[config.mk]
export PLATFORM = sky130hd
export DESIGN_NAME = uart_boot_ctrl
export DESIGN_NICKNAME = d
export VERILOG_FILES = /design/src/rtl/uart_boot_pkg.sv /design/src/rtl/boot_timeout_ctr.sv /design/src/rtl/uart_boot_ctrl.sv
export SDC_FILE = /design/constraint.sdc
export NUM_CORES = 1
export LEC_CHECK = 0
export CAP_MARGIN = 0
export CORE_UTILIZATION = 56
export DETAILED_ROUTE_END_ITERATION = 8
export PLACE_DENSITY = 0.79
export SLEW_MARGIN = 20
export SYNTH_ARGS = -nofsm -noshare
export SYNTH_HDL_FRONTEND = slang
export SYNTH_SLANG_ARGS = --single-unit
[constraint.sdc]
create_clock -name Clk -period 2.9 [get_ports Clk]
set_input_delay 0.87 -clock Clk [delete_from_list [all_inputs] [get_ports Clk]]
set_output_delay 0.87 -clock Clk [all_outputs]
set_load 0.01 [all_outputs]
[src/rtl/uart_boot_pkg.sv]
// ============================================================================
// Module   : uart_boot_pkg
// Brief    : Shared state encoding, error codes and defaults for the UART boot loader.
// Revision : 1.0 - initial release
// ============================================================================
`default_nettype none

package uart_boot_pkg;

    localparam int         c_ST_W       = 3;
    localparam logic [2:0] c_S_IDLE     = 3'd0;
    localparam logic [2:0] c_S_WAIT_SYNC = 3'd1;
    localparam logic [2:0] c_S_GET_LEN  = 3'd2;
    localparam logic [2:0] c_S_GET_DATA = 3'd3;
    localparam logic [2:0] c_S_GET_CSUM = 3'd4;
    localparam logic [2:0] c_S_DONE     = 3'd5;
    localparam logic [2:0] c_S_ERROR    = 3'd6;

    localparam logic [1:0] c_ERR_NONE   = 2'b00;
    localparam logic [1:0] c_ERR_FE     = 2'b01;
    localparam logic [1:0] c_ERR_CSUM   = 2'b10;
    localparam logic [1:0] c_ERR_LEN_TO = 2'b11;

    localparam logic [7:0] c_SYNC_BYTE_DEF = 8'hA5;

    // Packet-parsing states, i.e. where a download is in progress.
    function automatic logic is_busy_st(input logic [c_ST_W-1:0] s);
        return (s == c_S_WAIT_SYNC) || (s == c_S_GET_LEN) ||
               (s == c_S_GET_DATA)  || (s == c_S_GET_CSUM);
    endfunction

endpackage

`default_nettype wire

[src/rtl/boot_timeout_ctr.sv]
// ============================================================================
// Module   : boot_timeout_ctr
// Brief    : Saturating inter-byte idle counter; flags expiry after TIMEOUT cycles.
// Revision : 1.0 - initial release
// ============================================================================
`default_nettype none

module boot_timeout_ctr #(
    parameter int TIMEOUT = 50000
) (
    input  logic clk,
    input  logic rst,
    input  logic i_clr,
    input  logic i_en,
    output logic o_expire
);

    localparam int             c_W     = $clog2(TIMEOUT + 1);
    localparam logic [c_W-1:0] c_LIMIT = c_W'(TIMEOUT);

    logic [c_W-1:0] r_cnt;

    always_ff @(posedge clk) begin
        if (rst || i_clr) begin
            r_cnt <= '0;
        end else if (i_en && (r_cnt != c_LIMIT)) begin
            r_cnt <= r_cnt + 1'b1;
        end
    end

    assign o_expire = i_en && (r_cnt == c_LIMIT);

endmodule

`default_nettype wire

[src/rtl/uart_boot_ctrl.sv]
// ============================================================================
// Module   : uart_boot_ctrl
// Brief    : Parses SYNC/LEN/payload/checksum frames from UART RX into instruction memory.
// Revision : 1.0 - initial release
// ============================================================================
`default_nettype none

module uart_boot_ctrl
    import uart_boot_pkg::*;
#(
    parameter int         ADDR_W    = 5,
    parameter logic [7:0] SYNC_BYTE = c_SYNC_BYTE_DEF,
    parameter int         TIMEOUT   = 50000
) (
    input  logic              Clk,
    input  logic              Rst,
    input  logic              start,
    input  logic              rx_valid,
    input  logic [7:0]        rx_data,
    input  logic              rx_fe,
    output logic              mem_we,
    output logic [ADDR_W-1:0] mem_addr,
    output logic [7:0]        mem_wdata,
    output logic              cpu_hold,
    output logic              busy,
    output logic              done,
    output logic [1:0]        err
);

    localparam int         c_CW      = ADDR_W + 1;
    localparam logic [8:0] c_MAX_LEN = 9'(1 << ADDR_W);

    logic [c_ST_W-1:0] r_state, w_state_nxt;
    logic [1:0]        r_err, w_err_nxt;
    logic [c_CW-1:0]   r_cnt, r_len, w_cnt_inc;
    logic [7:0]        r_sum;
    logic              w_expire, w_to_en;
    logic              w_we, w_busy, w_hold, w_done;
    logic              r_mem_we, r_cpu_hold, r_busy, r_done;
    logic [ADDR_W-1:0] r_mem_addr;
    logic [7:0]        r_mem_wdata;

    assign w_cnt_inc = r_cnt + 1'b1;
    assign w_to_en   = (r_state == c_S_GET_LEN) || (r_state == c_S_GET_DATA) ||
                       (r_state == c_S_GET_CSUM);

    boot_timeout_ctr #(
        .TIMEOUT (TIMEOUT)
    ) u_timeout (
        .clk      (Clk),
        .rst      (Rst),
        .i_clr    (rx_valid || !w_to_en),
        .i_en     (w_to_en),
        .o_expire (w_expire)
    );

    always_ff @(posedge Clk) begin
        if (Rst) begin
            r_state <= c_S_IDLE;
            r_err   <= c_ERR_NONE;
        end else begin
            r_state <= w_state_nxt;
            r_err   <= w_err_nxt;
        end
    end

    // A frame-error byte anywhere in the packet beats its own content and the timeout.
    always_comb begin
        w_state_nxt = r_state;
        w_err_nxt   = r_err;
        case (r_state)
            c_S_IDLE, c_S_DONE, c_S_ERROR: begin
                if (start) begin
                    w_state_nxt = c_S_WAIT_SYNC;
                    w_err_nxt   = c_ERR_NONE;
                end
            end
            c_S_WAIT_SYNC: begin
                if (rx_valid && rx_fe) begin
                    w_state_nxt = c_S_ERROR;
                    w_err_nxt   = c_ERR_FE;
                end else if (rx_valid && (rx_data == SYNC_BYTE)) begin
                    w_state_nxt = c_S_GET_LEN;
                end
            end
            c_S_GET_LEN, c_S_GET_DATA, c_S_GET_CSUM: begin
                if (rx_valid && rx_fe) begin
                    w_state_nxt = c_S_ERROR;
                    w_err_nxt   = c_ERR_FE;
                end else if (rx_valid) begin
                    if (r_state == c_S_GET_LEN) begin
                        if ((rx_data == 8'd0) || ({1'b0, rx_data} > c_MAX_LEN)) begin
                            w_state_nxt = c_S_ERROR;
                            w_err_nxt   = c_ERR_LEN_TO;
                        end else begin
                            w_state_nxt = c_S_GET_DATA;
                        end
                    end else if (r_state == c_S_GET_DATA) begin
                        if (w_cnt_inc == r_len) begin
                            w_state_nxt = c_S_GET_CSUM;
                        end
                    end else if (rx_data == r_sum) begin
                        w_state_nxt = c_S_DONE;
                    end else begin
                        w_state_nxt = c_S_ERROR;
                        w_err_nxt   = c_ERR_CSUM;
                    end
                end else if (w_expire) begin
                    w_state_nxt = c_S_ERROR;
                    w_err_nxt   = c_ERR_LEN_TO;
                end
            end
            default: begin
                w_state_nxt = c_S_IDLE;
                w_err_nxt   = c_ERR_NONE;
            end
        endcase
    end

    // The CPU is only released from a clean DONE; IDLE leaves it running untouched.
    always_comb begin
        w_we   = (r_state == c_S_GET_DATA) && rx_valid && !rx_fe;
        w_busy = is_busy_st(w_state_nxt);
        w_done = (w_state_nxt == c_S_DONE);
        w_hold = (w_state_nxt != c_S_IDLE) && (w_state_nxt != c_S_DONE);
    end

    always_ff @(posedge Clk) begin
        if (Rst) begin
            r_mem_we    <= 1'b0;
            r_mem_addr  <= '0;
            r_mem_wdata <= '0;
            r_cpu_hold  <= 1'b0;
            r_busy      <= 1'b0;
            r_done      <= 1'b0;
            r_cnt       <= '0;
            r_len       <= '0;
            r_sum       <= '0;
        end else begin
            r_mem_we   <= w_we;
            r_cpu_hold <= w_hold;
            r_busy     <= w_busy;
            r_done     <= w_done;
            if ((r_state == c_S_GET_LEN) && rx_valid && !rx_fe) begin
                r_len <= c_CW'(rx_data);
                r_cnt <= '0;
                r_sum <= '0;
            end
            if (w_we) begin
                r_mem_addr  <= r_cnt[ADDR_W-1:0];
                r_mem_wdata <= rx_data;
                r_cnt       <= w_cnt_inc;
                r_sum       <= r_sum + rx_data;
            end
        end
    end

    assign mem_we    = r_mem_we;
    assign mem_addr  = r_mem_addr;
    assign mem_wdata = r_mem_wdata;
    assign cpu_hold  = r_cpu_hold;
    assign busy      = r_busy;
    assign done      = r_done;
    assign err       = r_err;

endmodule

`default_nettype wire
==> results of run 1 <==
-- sequential cells by signal, indices dropped and copies added, names as in the netlist --
name and cells:
busy 1, cpu_hold 1, done 1, err 2, mem_addr 5, mem_wdata 8, mem_we 1, r_cnt 6
r_len 6, r_state 3, r_sum 8, u_timeout.r_cnt 16
-- power breakdown --
| part | switching (mW) | internal [mW] | total [mW] |
|---|---|---|---|
| Sequential | 0.0336 | 0.825 | 0.859 |
| Combinational | 0.184 | 0.192 | 0.376 |
| Clock | 0.289 | 0.343 | 0.632 |
| Total | 0.506 | 1.36 | 1.87 |
-- Yosys cell counts (2+ instances only) --
library cell  count
a211oi_1          2
a21o_1            4
a21oi_1          29
a22o_1            4
a31oi_1           2
and2b_2           2
and3_1            5
and4_2            2
buf_2             2
buf_6             3
clkbuf_1          7
dfxtp_1          58
ha_1             10
inv_1             7
mux2i_1           8
nand2_1          44
nand2b_1          3
nand3_1          13
nand4_1           6
nor2_1           41
nor2b_1           2
nor3_1            4
nor3b_1           2
nor4_1            3
o211ai_1          2
o21ai_0          21
o21bai_1          2
o221a_2           2
o31ai_1           2
or2_2             2
or3_1             6
xnor2_1          17
xor2_1           12
-- layout by cell type, fill, tap and decap left out, types with 2 or more instances in the layout --
master           count
and3_1               5
and4_2               2
nand2_1             44
o21bai_1             2
nor2b_1              2
nor4_1               3
inv_1                7
clkbuf_1             2
nand2b_1             3
or2_2                2
clkbuf_8            11
clkdlybuf4s50_1     31
mux2i_1              8
o31ai_1              2
or3_1                6
buf_4               32
nor3b_1              2
a31oi_1              2
xnor2_1             17
xor2_1              12
dfxtp_1             58
and2b_2              2
o221a_2              2
a211oi_1             2
nor3_1               3
a21o_1               4
o21ai_0             21
a21oi_1             29
nor2_1              41
ha_1                10
nand3_1             13
a22o_1               4
nand4_1              6
o211ai_1             2
-- how the worst min path moves through the flow --
stage	endpoint	slack, ns	cells past startpoint
after floorplan	r_sum[2]$_SDFFE_PP0P_	0.43	2
after global placement	r_sum[5]$_SDFFE_PP0P_	0.44	2
after detailed placement	mem_wdata[6]$_SDFFE_PP0P_	0.45	2
after CTS	mem_wdata[6]$_SDFFE_PP0P_	0.45	2
after global routing	mem_wdata[6]$_SDFFE_PP0P_	0.47	2
final	mem_wdata[6]$_SDFFE_PP0P_	0.45	2
-- final cells by class --
| cell class | count | area share [%] |
|---|---|---|
| multi-input combinational | 277 | 47.0 |
| inverter | 8 | 0.801 |
| clock buffer | 13 | 4.24 |
| tap | 70 | 2.34 |
| timing repair buffer | 63 | 14.7 |
| sequential | 58 | 31.0 |
-- cell families after synthesis --
| family | after synthesis | share of synthesized area [%] |
|---|---|---|
| adder cells (fa/ha/maj) | 11 | 4.77 |
| AND/OR/NAND/NOR | 145 | 23.8 |
| XOR/XNOR | 29 | 8.34 |
| AO/OA/AOI/OAI | 84 | 18.1 |
| multiplexers | 8 | 2.63 |
| buffers and inverters | 23 | 4.23 |
| flip-flops | 58 | 38.1 |
-- worst reg2reg max path, delay by kind of cell, from the launching register on --
| kind | cells | cell delay (ns) |
|---|---|---|
| flip-flops | 1 | 0.47 |
| AO/OA/AOI/OAI | 3 | 0.64 |
| AND/OR/NAND/NOR | 3 | 0.75 |
| XOR/XNOR | 1 | 0.20 |
| adder cells (fa/ha/maj) | 1 | 0.28 |
-- metal layers --
layer,vias to the layer above,routed length (um)
met2,91,3720
li1,1388,-
met5,-,0
met4,0,265
met1,1367,3370
met3,24,335
-- per-stage QoR --
| stage | cell area [sq um] | hold slack [ns] | util [%] | setup WS (ns) |
|---|---|---|---|---|
| 2_1_floorplan | 3050 | 0.429 | - | 0.391 |
| 3_3_place_gp | 3580 | 0.441 | 69.3 | -0.169 |
| 3_5_place_dp | 3580 | 0.448 | 69.3 | -0.207 |
| 4_1_cts | 3740 | 0.454 | 72.4 | 0.0996 |
| 5_1_grt | 3750 | 0.474 | 72.5 | 0.00361 |
| 6_report | 3750 | 0.454 | 72.5 | 0.127 |
==> impl_metrics.yaml, run 1 <==
final_layout:
  num-fill-cells: 391
  diodes: 0
  multiInputGateArea_sq_um: 1760
  layout-drive-gt1-share_pct: 14.3
  fin_nets: 441
  area.growth.synth_to_final_pct: 23.1
  fin_cells: 489
  regArea_sq_um: 1160
global_routing:
  overflow: 0
  antenna_found_initial: 0
  grt_util_met2_pct: 49.3
  grt_pass1_wl_mm: 12.4
  grtUsageMet1_pct: 34.8
  grt.total_usage_pct: 29.4
  busiest_layer: "met2"
  grt_pass1_vias: 2664
  use_met3_pct: 7.14
  grt_start_max_net_pins: 20
clocking:
  cts-buffers-inserted: 9
  clk_latency_ns: 0.34
  cts_htree_levels: 3
  cts.sinks: 58
  clockRootBuffer: "clkbuf_8"
  clk_pin_slew_ns: 0.06
  cts_tree: "done"
  cts_resized: 0
  cts_setup_buffers: 0
  hold_buffers: 0
  clock_path_buffers: 2
yosys:
  synth_area_sq_um: 3050
  seq_area_frac_synth_pct: 38.1
  yosys.area.top_type_share_pct: 38.1
  yosys.area.top_type: "dfxtp_1"
  ys_seq_elements: 58
  yosysWarnings: 0
  postSynthCellCount: 358
  synth_nets: 382
  synth_flop_cell: "dfxtp_1"
  yosysUniqueCellTypes: 62
  synthTopCellsByArea: "dfxtp_1 (38%), nand2_1 (5.4%), nor2_1 (5.1%), xnor2_1 (4.9%), a21oi_1 (4.8%)"
  synth_edf_count: 0
  avgSynthCellArea_sq_um: 8.51
  async_reset_ff_share_pct: 0
setup_path:
  crit_cells: 9
  critPathKind: "input pin to flop"
  reg2reg_to: "busy$_SDFF_PP0_"
  endpoint_kind: "flop"
  path_buf_inv: 1
  rr_startpoint: "r_cnt[0]$_SDFFE_PP0P_"
  worstPathRequired_ns: 3.17
  crit_path_max_incr_delay_ns: 0.45
  startpoint_type: "input pin"
  worstSetupEndpoint: "busy$_SDFF_PP0_"
  crit_chain: "clkdlybuf4s50_1 -> ha_1 -> nor4_1 -> and4_2 -> a221oi_1 -> o31ai_2 -> o221ai_2 -> or3_1 -> a21oi_1"
  rrSetupSlack_ns: 0.50
  crit_family: "simple AND/OR/NAND/NOR gates"
  startpoint: "rx_data[1]"
  worstPathArrival_ns: 3.04
  path_max_fanout: 3
  crit_path_top_delay_cell: "clkdlybuf4s50_1"
  reg2reg_depth: 8
sta:
  slew_headroom_pct: 20.0
  finalCritPeriodShare_pct: 95.6
  clock_skew_ns: 0.00501
  hold_viol: 0
  max_freq_mhz: 361
  report.final.slew_viol_count: 0
  worst_pin_slew_ns: 1.20
  finalSetupViolations: 0
  rsz0062_at_grt: "false"
  fin_crit_ns: 2.77
  setup-tns-final_ns: 0
place:
  dp_hpwl_mm: 5.51
  place.gp.congestion: 0.930
  port_buffers: 31
  dp_cells: 476
routing:
  wl_per_cell_um: 15.7
  drt-total-wl_mm: 7.69
  postRouteAntennaNets: 0
  drc: 0
  vias: 2870
  via_per_inst: 5.87
  drtPass1Iterations: 5
  drtIter0Drc: 239
outcome:
  status: "complete, no violations"
worst_hold_path:
  hold_start: "mem_wdata[6]$_SDFFE_PP0P_"
  hold_class: "flop to flop"
floorplan:
  dieHeight_um: 75.7
  start_util_pct: 58.9
  core_sq_um: 5170
  dieArea_sq_um: 5740
  pin_count: 32
  num_rows: 26
  die_w_um: 75.7
pwr:
  ir_worst_vdd_uv: 329
  finalPower_mw: 1.87
  p_per_area_nw_per_um2: 498
  p_leak_nw: 1.39
job:
  maxCapViolations: 0
Note: power is estimated with default switching activity, not from simulation.
==> run 2, diff against run 1 <==
Settings changed: CORE_UTILIZATION 56 to 50, PLACE_DENSITY 0.79 to 0.72.
==> impl_metrics.yaml, run 2 (synthesis results as in run 1) <==
sta:
  worst_pin_slew_ns: 0.692
  setup-tns-final_ns: 0
  slew_headroom_pct: 53.9
  clock_skew_ns: 0.00725
  finalSetupViolations: 0
  rsz0062_at_grt: "false"
  fin_crit_ns: 2.80
  max_freq_mhz: 357
  hold_slack_ns: 0.453
  setup_ws_ns: 0.0991
  report.final.slew_viol_count: 0
  hold_viol: 0
  finalCritPeriodShare_pct: 96.6
place:
  place.gp.congestion: 0.890
  dp_cells: 483
  dp_hpwl_mm: 5.30
  place_worst_setup_slack_ns: -0.230
  port_buffers: 31
setup_path:
  rrSetupSlack_ns: 0.51
  worstPathArrival_ns: 3.07
  endpoint_kind: "flop"
  rr_startpoint: "r_cnt[0]$_SDFFE_PP0P_"
  crit_chain: "clkdlybuf4s50_1 -> ha_1 -> nor4_1 -> and4_2 -> a221oi_1 -> o31ai_2 -> o221ai_2 -> or3_1 -> a21oi_1"
  critPathKind: "input pin to flop"
  crit_path_top_delay_cell: "clkdlybuf4s50_1"
  path_max_fanout: 3
  worstPathRequired_ns: 3.17
  startpoint_type: "input pin"
  crit_path_max_incr_delay_ns: 0.44
  reg2reg_depth: 8
  reg2reg_to: "busy$_SDFF_PP0_"
routing:
  drtIter0Drc: 170
  vias: 2765
  wl_per_cell_um: 14.6
  via_per_inst: 5.54
  drc: 0
  drtPass1Iterations: 4
  postRouteAntennaNets: 0
  drt-total-wl_mm: 7.31
global_routing:
  antenna_found_initial: 0
  grt_start_max_net_pins: 22
  grt_pass1_vias: 2620
  overflow: 0
  grt_pass1_wl_mm: 12.1
  grt.total_usage_pct: 24.7
floorplan:
  die_w_um: 80.0
  core_sq_um: 5890
  pin_count: 32
  start_util_pct: 51.7
  dieHeight_um: 80.0
  num_rows: 28
  dieArea_sq_um: 6410
outcome:
  status: "complete, no violations"
worst_hold_path:
  whs_path_depth: 2
  hold_start: "mem_addr[3]$_SDFFE_PP0P_"
  hold_end: "mem_addr[3]$_SDFFE_PP0P_"
  hold_class: "flop to flop"
final_layout:
  mostFrequentLayoutCell: "dfxtp_1"
  final_cell_mix: "dfxtp_1 (58), nand2_1 (44), nor2_1 (41)"
  fin_cells: 499
  area.growth.synth_to_final_pct: 27.3
  largest-register: "u_timeout.r_cnt"
  fin_nets: 443
  diodes: 0
  layout-drive-gt1-share_pct: 16.3
  largest_reg_flops: 16
clocking:
  clk_pin_slew_ns: 0.06
  clk_latency_ns: 0.34
  clock_path_buffers: 2
  cts-buffers-inserted: 9
  hold_buffers: 0
  cts_htree_levels: 3
  cts.sinks: 58
  clockRootBuffer: "clkbuf_8"
  cts_tree: "done"
pwr:
  p_per_area_nw_per_um2: 565
  ir_worst_vdd_uv: 426
  p_leak_nw: 1.45
job:
  maxCapViolations: 0
## run 2: cell count changes in the layout (fill, tap and decap cells not counted), sizes merged
cell    change
buf         +2
clkbuf      -2
bufinv      +3
clkinv      +2
## run 2: cell type report
cell class                 count  area, sq um
timing repair buffer          65          566
tap                           75         93.8
clock buffer                  11          151
clock inverter                 5          100
fill                         497         2010
multi-input combinational    277         1770
inverter                       8         30.0
sequential                    58         1160
## run 2: power by group
part	internal (mW)	leakage [nW]	switching [mW]	total (mW)
logic	0.198	0.853	0.184	0.382
clock network	0.615	0.129	0.333	0.948
registers	0.825	0.468	0.0340	0.859
## run 2: layer usage
metal | part of all wire [%] | vias up | track usage [%]
met5 | 0 | - | 0
met4 | 1.3 | 0 | 9.11
met3 | 3.6 | 10 | 6.97
met2 | 49 | 39 | 40.3
met1 | 46 | 1325 | 30.9
li1 | - | 1391 | -
## run 2: worst max-delay path by stage
stage	startpoint	cells after the start	slack [ns]	to
after floorplan	rx_data[1]	8	0.39	busy$_SDFF_PP0_
after global placement	rx_data[0]	9	-0.18	busy$_SDFF_PP0_
after detailed placement	rx_data[1]	9	-0.23	busy$_SDFF_PP0_
after CTS	rx_data[1]	9	0.1	busy$_SDFF_PP0_
after global routing	rx_data[3]	9	0.02	busy$_SDFF_PP0_
final	rx_data[1]	9	0.1	busy$_SDFF_PP0_
## run 2: worst max-delay path: cells and delay by family
family                     cells  cell delay, ns
and+or+nand+nor                3            0.93
AOI/OAI and AO/OA              4            0.49
buffers and inverters          1            0.44
adders and majority gates      1            0.33
## run 2: repair_timing
item | in CTS | in global routing
setup endpoints to repair | 0 | 2
resized for setup | 0 | 3
buffers inserted | 0 | 0
## run 2: stage by stage
| stage | utilization, % | instance area (sq um) | power [mW] |
|---|---|---|---|
| global placement | 61.3 | 3610 | 1.24 |
| floorplan | - | 3050 | 1.10 |
| CTS | 65.5 | 3860 | 2.19 |
| global route | 65.9 | 3880 | 2.28 |
| finish | 65.9 | 3880 | 2.19 |
| detailed placement | 61.3 | 3610 | 1.25 |
==> run 3, diff against run 2 <==
Settings changed: REMOVE_ABC_BUFFERS set to 1.
==> impl_metrics.yaml, run 3 (synthesis results as in run 1) <==
sta:
  worst_pin_slew_ns: 1.02
  rsz0062_at_grt: "false"
  finalCritPeriodShare_pct: 97.0
  finalSetupViolations: 0
  slew_headroom_pct: 32.3
  fin_crit_ns: 2.81
  report.final.slew_viol_count: 0
  max_freq_mhz: 356
  clock_skew_ns: 0.00928
  setup_ws_ns: 0.0882
  hold_viol: 0
  setup-tns-final_ns: 0
floorplan:
  die_w_um: 80.0
  pin_count: 32
  dieArea_sq_um: 6410
  num_rows: 28
  dieHeight_um: 80.0
  core_sq_um: 5890
  start_util_pct: 51.7
setup_path:
  reg2reg_depth: 9
  reg2reg_to: "busy$_SDFF_PP0_"
  path_max_fanout: 3
  startpoint: "rx_data[4]"
  endpoint_kind: "flop"
  worstPathArrival_ns: 3.08
  rr_startpoint: "r_cnt[0]$_SDFFE_PP0P_"
  worstPathRequired_ns: 3.17
  startpoint_type: "input pin"
  critPathKind: "input pin to flop"
  rrSetupSlack_ns: 0.57
clocking:
  cts_tree: "done"
  clk_latency_ns: 0.34
  clk_pin_slew_ns: 0.06
  hold_buffers: 0
  cts-buffers-inserted: 9
  cts.sinks: 58
  clockRootBuffer: "clkbuf_8"
  cts_htree_levels: 3
  clock_path_buffers: 2
pwr:
  combPwrFrac_pct: 19.2
  p_per_area_nw_per_um2: 508
  p_sw_share_pct: 26.7
  p_clk_share_pct: 36.3
  pwr-share-seq_pct: 44.5
  p_int_mw: 1.42
  power_switching_mw: 0.516
  ir_worst_vdd_uv: 417
  p_leak_nw: 1.44
outcome:
  status: "complete, no violations"
final_layout:
  area.growth.synth_to_final_pct: 24.8
  mostFrequentLayoutCell: "dfxtp_1"
  layout-drive-gt1-share_pct: 15.4
  largest-register: "u_timeout.r_cnt"
  diodes: 0
  multiInputGateArea_sq_um: 1760
  final_cell_mix: "dfxtp_1 (58), nand2_1 (44), nor2_1 (41)"
  fin_nets: 443
  largest_reg_flops: 16
  num-fill-cells: 517
  regArea_sq_um: 1160
  fin_cells: 498
routing:
  drtPass1Iterations: 4
  wl_per_cell_um: 14.1
  drt-total-wl_mm: 7.04
  postRouteAntennaNets: 0
  vias: 2732
  drc: 0
  drtIter0Drc: 123
  via_per_inst: 5.49
place:
  dp_hpwl_mm: 5.15
  dp_cells: 482
  port_buffers: 31
  place.gp.congestion: 0.848
  place_worst_setup_slack_ns: -0.295
job:
  maxCapViolations: 0
global_routing:
  grt_start_max_net_pins: 18
  grt_pass1_vias: 2568
  grt_pass1_wl_mm: 11.9
  grt.total_usage_pct: 24.5
  antenna_found_initial: 0
  overflow: 0
worst_hold_path:
  hold_start: "mem_wdata[0]$_SDFFE_PP0P_"
  whs_path_depth: 2
  hold_class: "flop to flop"
  hold_end: "mem_wdata[0]$_SDFFE_PP0P_"
## run 3: changes by cell type in the layout (fill, tap and decap cells not counted), sizes merged
cell and delta:
bufinv -3, clkbuf +2, clkdlybuf4s50 -2, dlymetal6s2s +2
## run 3: metal layers
layer,track usage [%],routed length (um)
met1,31.0,3420
met2,40.2,3220
met3,6.51,271
met4,8.04,126
met5,0,0
## run 3: repair_timing
action,4_1_cts,5_1_grt
resized for setup,0,2
buffers inserted,0,1
endpoints found under the setup margin,0,3
## run 3: power groups by stage
| stage | combinational (mW) | sequential, mW | clock [mW] |
|---|---|---|---|
| finish | 0.371 | 0.859 | 0.701 |
| detailed placement | 0.363 | 0.877 | 0 |
| floorplan | 0.194 | 0.877 | 0 |
| CTS | 0.365 | 0.858 | 0.716 |
| global placement | 0.357 | 0.875 | 0 |
| global route | 0.408 | 0.862 | 0.758 |
## run 3: stage by stage
step	instance area [sq um]	hold WS (ns)	power, mW	utilization (%)
2_1_floorplan	2950	0.429	1.07	-
3_3_place_gp	3600	0.441	1.23	61.1
3_5_place_dp	3600	0.446	1.24	61.1
4_1_cts	3790	0.455	1.94	64.3
5_1_grt	3800	0.474	2.03	64.6
6_report	3800	0.453	1.93	64.6
## run 3: cell type report
cell class | count | area share, %
clock buffers | 13 | 4.71
repair buffers | 65 | 15.0
flip-flops and latches | 58 | 30.6
well taps | 75 | 2.47
inverters | 8 | 0.790
multi-input cells | 277 | 46.2
clock inverters | 2 | 0.263
## run 3: worst max-delay path, cell delays in order
cell and delay (ns):
clkdlybuf4s50_1 0.47, ha_1 0.35, nor4_1 0.21, and4_2 0.29, a221oi_1 0.10, o31ai_2 0.10
o221ai_2 0.16, or3_1 0.38, a21oi_1 0.13
## run 3: how the worst max path moves through the flow
stage / to / slack (ns) / cells after the start
after floorplan: busy$_SDFF_PP0_ / 0.35 / 6
after global placement: busy$_SDFF_PP0_ / -0.25 / 9
after detailed placement: busy$_SDFF_PP0_ / -0.29 / 9
after CTS: busy$_SDFF_PP0_ / 0.04 / 9
after global routing: busy$_SDFF_PP0_ / 0.02 / 9
final: busy$_SDFF_PP0_ / 0.09 / 9
==> edit 1 (settings of run 2) <==
The output `cpu_hold` loses its register stage (`r_cpu_hold` becomes a continuous assignment).
--- a/src/rtl/uart_boot_ctrl.sv
+++ b/src/rtl/uart_boot_ctrl.sv
@@ -132,3 +132,2 @@
             r_mem_wdata <= '0;
-            r_cpu_hold  <= 1'b0;
             r_busy      <= 1'b0;
@@ -140,3 +139,2 @@
             r_mem_we   <= w_we;
-            r_cpu_hold <= w_hold;
             r_busy     <= w_busy;
@@ -157,2 +155,4 @@
 
+    assign r_cpu_hold = w_hold;
+
     assign mem_we    = r_mem_we;
Check against the original RTL: not equivalent (Yosys sat finds a counterexample within 4 cycles, from zero or initial values and one cycle with Rst high).
==> edit 1 against run 2 <==
The run now ends with negative setup slack left; design area grew 14%; power fell by 13%; worst setup slack lost 0.75 ns; utilization rose by 9.2 points; sequential cell count is 1 lower; worst hold slack better by 0.0014 ns; final cell count is 14% higher; area after synthesis fell by 0.16%; wire length up 19%; critical path type is now in -> out; critical endpoint is now cpu_hold; highest routed layer unchanged.
==> edit 1: results (changes against run 2) <==
Outcome
  • Violated checks: negative setup slack
  • Status: complete, but fails checks

Synth
  • Area contributors post-synth: dfxtp_1 38%, nand2_1 7.5%, a21oi_1 6.4%
  • Largest area contributor in the netlist: dfxtp_1
  • Mux contribution to synthesized area: 0.006584 (-0.01971)
  • Netlist cell types: 64 (+3.2%)
  • Synth Area in Adders: 0.04774 (+0.00007845)
  • Syn Nets: 394 (+3.1%)
  • Warning count from the yosys run: 0 (unchanged)
  • Synth top cells by count: 61 x nand2_1, 57 x dfxtp_1, 39 x a21oi_1, 33 x nor2_1
  • Compound-Gate Fraction of Synth Area: 0.1819 (+0.0007098)
  • XOR/XNOR Fraction of Synth Area: 0.08066 (-0.002743)
  • Post-synthesis sequential area ratio: 0.3753 (-0.005957)

Place
  • Routability cong.: 0.8775 (-1.4%)
  • Post-detail-place hpwl: 6011 um (+13%)

GRT
  • Vias in the first global route: 2904 (+11%)
  • Total track usage: 0.2875 (+0.04019)
  • Met2 GRT Util: 0.4513 (+0.04786)
  • M3 GR Usage: 0.06171 (-0.008000)
  • Met1 Track Usage GR: 0.3669 (+0.05823)
  • Largest net degree at the start of global routing: 20 (-9.1%)
  • Global-route wire length before repair: 13850 um (+14%)
  • Initial antenna violation count: 0 (unchanged)

Setup path
  • Critical Path Max Stage Delay: 0.34 ns (-0.10 ns)
  • R2R setup slack: -0.35 ns (-0.86 ns)
  • Reg2reg start: u_timeout.r_cnt[7]
  • R2R cell count: 16 (+8)
  • Crit-path max FO: 4 (+1)
  • Delay-heaviest family, CP: simple AND/OR/NAND/NOR gates
  • Critical path arrival: 2.68 ns (-0.39 ns)
  • Reg-to-Reg End: done
  • Critical path's slowest cell: ha_1

Min path
  • Worst Hold End: mem_wdata[1]
  • Hold wc startpoint: mem_wdata[1]

Power and ir drop
  • Sw Ratio: 0.2660 (+0.01402)
  • P_leak: 1.799 nW (+24%)
  • Max VDD drop: 0.3332 mV (-22%)

Detailed routing
  • Initial drt markers: 135 (-21%)
  • Routed len/inst: 15.33 um (+4.7%)
  • Vias: 3163 (+14%)

STA
  • Max-slew headroom: 0.5329 (-0.005815)
  • Worst Max-Slew Pin Slew: 0.6981 ns (+0.006144 ns)
  • Final setup viols: 4 (+4)
  • Clock skew: 0.008107 ns (+0.0008601 ns)
  • Setup WS post-layout: -0.6536 ns (-0.7527 ns)

Clocking
  • Clk root buf: clkbuf_8

Final layout
  • Fin nets: 513 (+16%)
  • Layout cells sized above 1: 0.2935 (+0.1308)
-- edit 1: cell types whose count changed after synthesis, moves of 3 or more --
cell,before,now
xnor2_1,17,14
mux2i_1,8,2
nand2_1,44,61
or3b_2,0,3
a21oi_1,29,39
nor3_1,4,7
o21ai_0,21,11
nand4_1,6,3
nor2_1,41,33
a31oi_1,2,5
and3_1,5,8
-- edit 1: routing by layer --
| metal | vias to the layer above | part of all wire | routed length (um) |
|---|---|---|---|
| met2 | 89 | 0.48 | 4212 |
| met4 | 0 | 0.025 | 215 |
| met5 | - | 0 | 0 |
| met1 | 1507 | 0.44 | 3866 |
| li1 | 1543 | - | - |
| met3 | 24 | 0.049 | 428 |
-- edit 1: per-stage QoR --
step / setup slack [ns] / area, sq um / cells / setup TNS, ns / hold slack [ns]
2_1_floorplan: -0.3365 / 3040 / 370 / -0.3365 / 0.4291
3_3_place_gp: -1.378 / 3951 / 539 / -3.553 / 0.4416
3_5_place_dp: -1.409 / 3951 / 539 / -4.192 / 0.4480
4_1_cts: -0.7271 / 4355 / 568 / -2.360 / 0.4576
5_1_grt: -0.6884 / 4417 / 569 / -2.340 / 0.4730
6_report: -0.6536 / 4417 / 569 / -2.107 / 0.4549
-- edit 1: worst min-delay path, stage by stage, from the launching register on --
cell and delay, ns:
dfxtp_1 0.31, nand2_1 0.05, a21oi_1 0.05
-- edit 1: kinds of logic (layout without fill, tap and decap cells) --
logic type	after synthesis	in the layout
and+or+nand+nor	162	162
buffers and inverters	23	147
AOI/OAI and AO/OA	87	87
muxes	2	2
adders and majority gates	11	11
xor gates and xnor gates	28	28
DFF	57	57
-- edit 1: layout make-up --
class | instances | area (sq um)
multi-input combinational | 290 | 1952
fill | 398 | 1469
clock buffer | 11 | 141.4
timing repair buffer | 122 | 999.7
sequential | 57 | 1141
clock inverter | 5 | 55.05
tap | 75 | 93.84
inverter | 9 | 33.78
-- edit 1: how the worst max path moves through the flow --
stage / cells after the start / to / from
final: 9 / cpu_hold / rx_data[1]
after global routing: 9 / cpu_hold / rx_data[4]
after CTS: 9 / cpu_hold / rx_data[1]
after detailed placement: 9 / cpu_hold / rx_data[1]
after global placement: 9 / cpu_hold / rx_data[1]
after floorplan: 7 / cpu_hold / rx_data[1]
-- edit 1: repair_timing --
action | 4_1_cts | 5_1_grt
buffers inserted | 13 | 3
setup endpoints to repair | 5 | 6
resized for setup | 44 | 21
pin swaps | 15 | 15
-- edit 1: power by group through the flow --
stage          clock network (W)  registers [W]  logic [W]
2_1_floorplan                  0       0.000822   0.000138
3_3_place_gp                   0       0.000819   0.000275
3_5_place_dp                   0       0.000820   0.000279
4_1_cts                 0.000759       0.000803   0.000317
5_1_grt                 0.000798       0.000804   0.000366
6_report                0.000748       0.000803   0.000342
==> edit 2 (settings of run 2) <==
Made on the original files. The parameter `ADDR_W` goes from 5 to 7.
--- a/src/rtl/uart_boot_ctrl.sv
+++ b/src/rtl/uart_boot_ctrl.sv
@@ -10,3 +10,3 @@
 #(
-    parameter int         ADDR_W    = 5,
+    parameter int         ADDR_W    = 7,
     parameter logic [7:0] SYNC_BYTE = c_SYNC_BYTE_DEF,
Ports: changed (resized mem_addr); port bits go from 32 to 34. No check against the original RTL was run, so the function may have changed too.
==> edit 2 against run 2 <==
Final cell count increased by 10%; design area increased by 8.2%; clock skew increased by 0.00079 ns; via count increased by 11%; area after synthesis increased by 7.7%; worst setup slack about the same; register-to-register slack got worse by 0.27 ns; worst hold slack improved by 0.0040 ns; sequential cell count increased by 6; critical path depth unchanged; utilization increased by 0.21 points; wire length increased by 4.9%; critical path type unchanged.
Power is not compared: it rests on default switching activity, and its combinational part moved more than twofold at a synthesized area within 25%.
==> edit 2: results (changes against run 2) <==
Setup path
  • Crit-path max FO: 4 (+1)
  • Critical path's slowest cell: or3_4
  • Critical Path Max Stage Delay: 0.41 ns (-0.03 ns)
  • Critical path arrival: 3.03 ns (-0.04 ns)
  • Delay-heaviest family, CP: simple AND/OR/NAND/NOR gates

GRT
  • Global-route wire length before repair: 13320 um (+9.8%)
  • Initial antenna violation count: 0 (unchanged)
  • Largest net degree at the start of global routing: 27 (+23%)
  • Vias in the first global route: 3008 (+15%)
  • Total track usage: 0.2377 (-0.009550)

STA
  • Clock skew: 0.008040 ns (+0.0007926 ns)
  • Worst Max-Slew Pin Slew: 0.5455 ns (-0.1465 ns)

Synth
  • Netlist cell types: 57 (-8.1%)
  • Syn Inst Count: 405 (+13%)
  • Share of synthesized registers carrying an async set or reset: 0 (unchanged)
  • Top_reg_cell synth: dfxtp_1
  • Warning count from the yosys run: 0 (unchanged)
  • Syn Nets: 429 (+12%)
  • Synth top cells by count: 64 x dfxtp_1, 64 x nand2_1, 42 x a21oi_1, 39 x nor2_1, 23 x o21ai_0
  • Area contributors post-synth: dfxtp_1 39%, nand2_1 7.3%, a21oi_1 6.4%
  • Post-synthesis sequential area ratio: 0.3907 (+0.009425)

Clocking
  • TritonCTS buffer count: 9 (unchanged)
  • Postcts setup bufs: 0 (unchanged)
  • Clock buffer depth: 2 (unchanged)
  • # H-tree levels: 3 (unchanged)
  • Clk root buf: clkbuf_8
  • Clock Latency Late Sink: 0.35 ns
  • Reg clk slew, reported paths: 0.07 ns

Final layout
  • Fin nets: 493 (+11%)
  • Ant. Diodes: 0 (unchanged)
  • Fill count: 519 (+4.4%)
  • Top reg by flops: u_timeout.r_cnt
  • Largest register FFs: 16 (unchanged)
  • Layout cells sized above 1: 0.1456 (-0.01717)

Place
  • Port-buffer cells: 33 (+6.5%)
  • Post-detail-place hpwl: 5553 um (+4.7%)
  • Dpl cells: 535 (+11%)
  • Routability cong.: 0.9346 (+5.0%)
  • Post-DP Area: 3921 sq um (+8.7%)

Detailed routing
  • Initial drt markers: 130 (-24%)
  • Routed len/inst: 13.91 um (-5.0%)
  • Final WL: 7667 um (+4.9%)
  • Vias: 3060 (+11%)
  • Drt pass-1 iters: 4 (unchanged)

Outcome
  • Status: finished clean

Min path
  • Worst hold path type: reg -> reg

Power and ir drop
  • P_leak: 1.631 nW
  • Max VDD drop: 0.4835 mV
  • PD cells: 646.9 nW/um^2
edit 2: changes by cell type after synthesis, moves of 6 or more:
cell      change
mux2i_1       -7
clkbuf_1      +6
dfxtp_1       +6
and3_1        +7
nand2_1      +20
a21oi_1      +13
edit 2: metrics by stage:
step                      worst slack (ns)  TNS (ns)
after floorplan                    0.08432         0
after global placement             -0.4158    -2.929
after detailed placement           -0.4635    -3.164
after CTS                          0.01066         0
after global routing               0.03082         0
final                              0.09906         0
edit 2: cells by family after synthesis:
logic type / share of synthesized area
mux: 0.006486
compound gates: 0.1877
fa+ha+maj: 0.04426
buf+inv: 0.03281
simple gates: 0.2579
flops: 0.3907
xor+xnor: 0.08012
edit 2: final timing paths:
check / start / to / slack [ns] / cells past startpoint
worst max-delay path: rx_data[2] / err[0] / 0.1 / 9
worst min-delay path: mem_addr[2] / mem_addr[2] / 0.46 / 2
worst max register to register: r_cnt[3] / busy / 0.24 / 7
worst min register to register: mem_addr[2] / mem_addr[2] / 0.46 / 2
edit 2: report_power, final:
part / switching [W] / leakage (nW) / internal, W
Sequential: 0.0000643 / 0.517 / 0.000932
Clock: 0.000372 / 0.121 / 0.000577
Combinational: 0.000401 / 0.993 / 0.000367
edit 2: area by class of cell:
| type | count | share of cell area |
|---|---|---|
| clock inverters | 6 | 0.02774 |
| inverters | 8 | 0.007158 |
| clock buffers | 10 | 0.03042 |
| multi-input cells | 314 | 0.4581 |
| repair buffers | 72 | 0.1482 |
| flip-flops and latches | 64 | 0.3054 |
| well taps | 77 | 0.02296 |
edit 2: what timing repair did:
item	CTS	global route
endpoints found under the setup margin	5	4
pin swaps	4	0
resized for setup	10	3
cloned	0	0
edit 2: worst min-delay path: cells and delay by family, from the launching register on:
kind            cells  cell delay (ns)
flops               1             0.31
compound gates      1             0.05
simple gates        1             0.05
edit 2: metal layers:
layer	global-route usage	part of all wire	up-vias
met5	0	0	-
met4	0.1505	0.028	0
met3	0.04076	0.033	16
met2	0.3815	0.48	68
met1	0.2958	0.46	1431
li1	-	-	1545
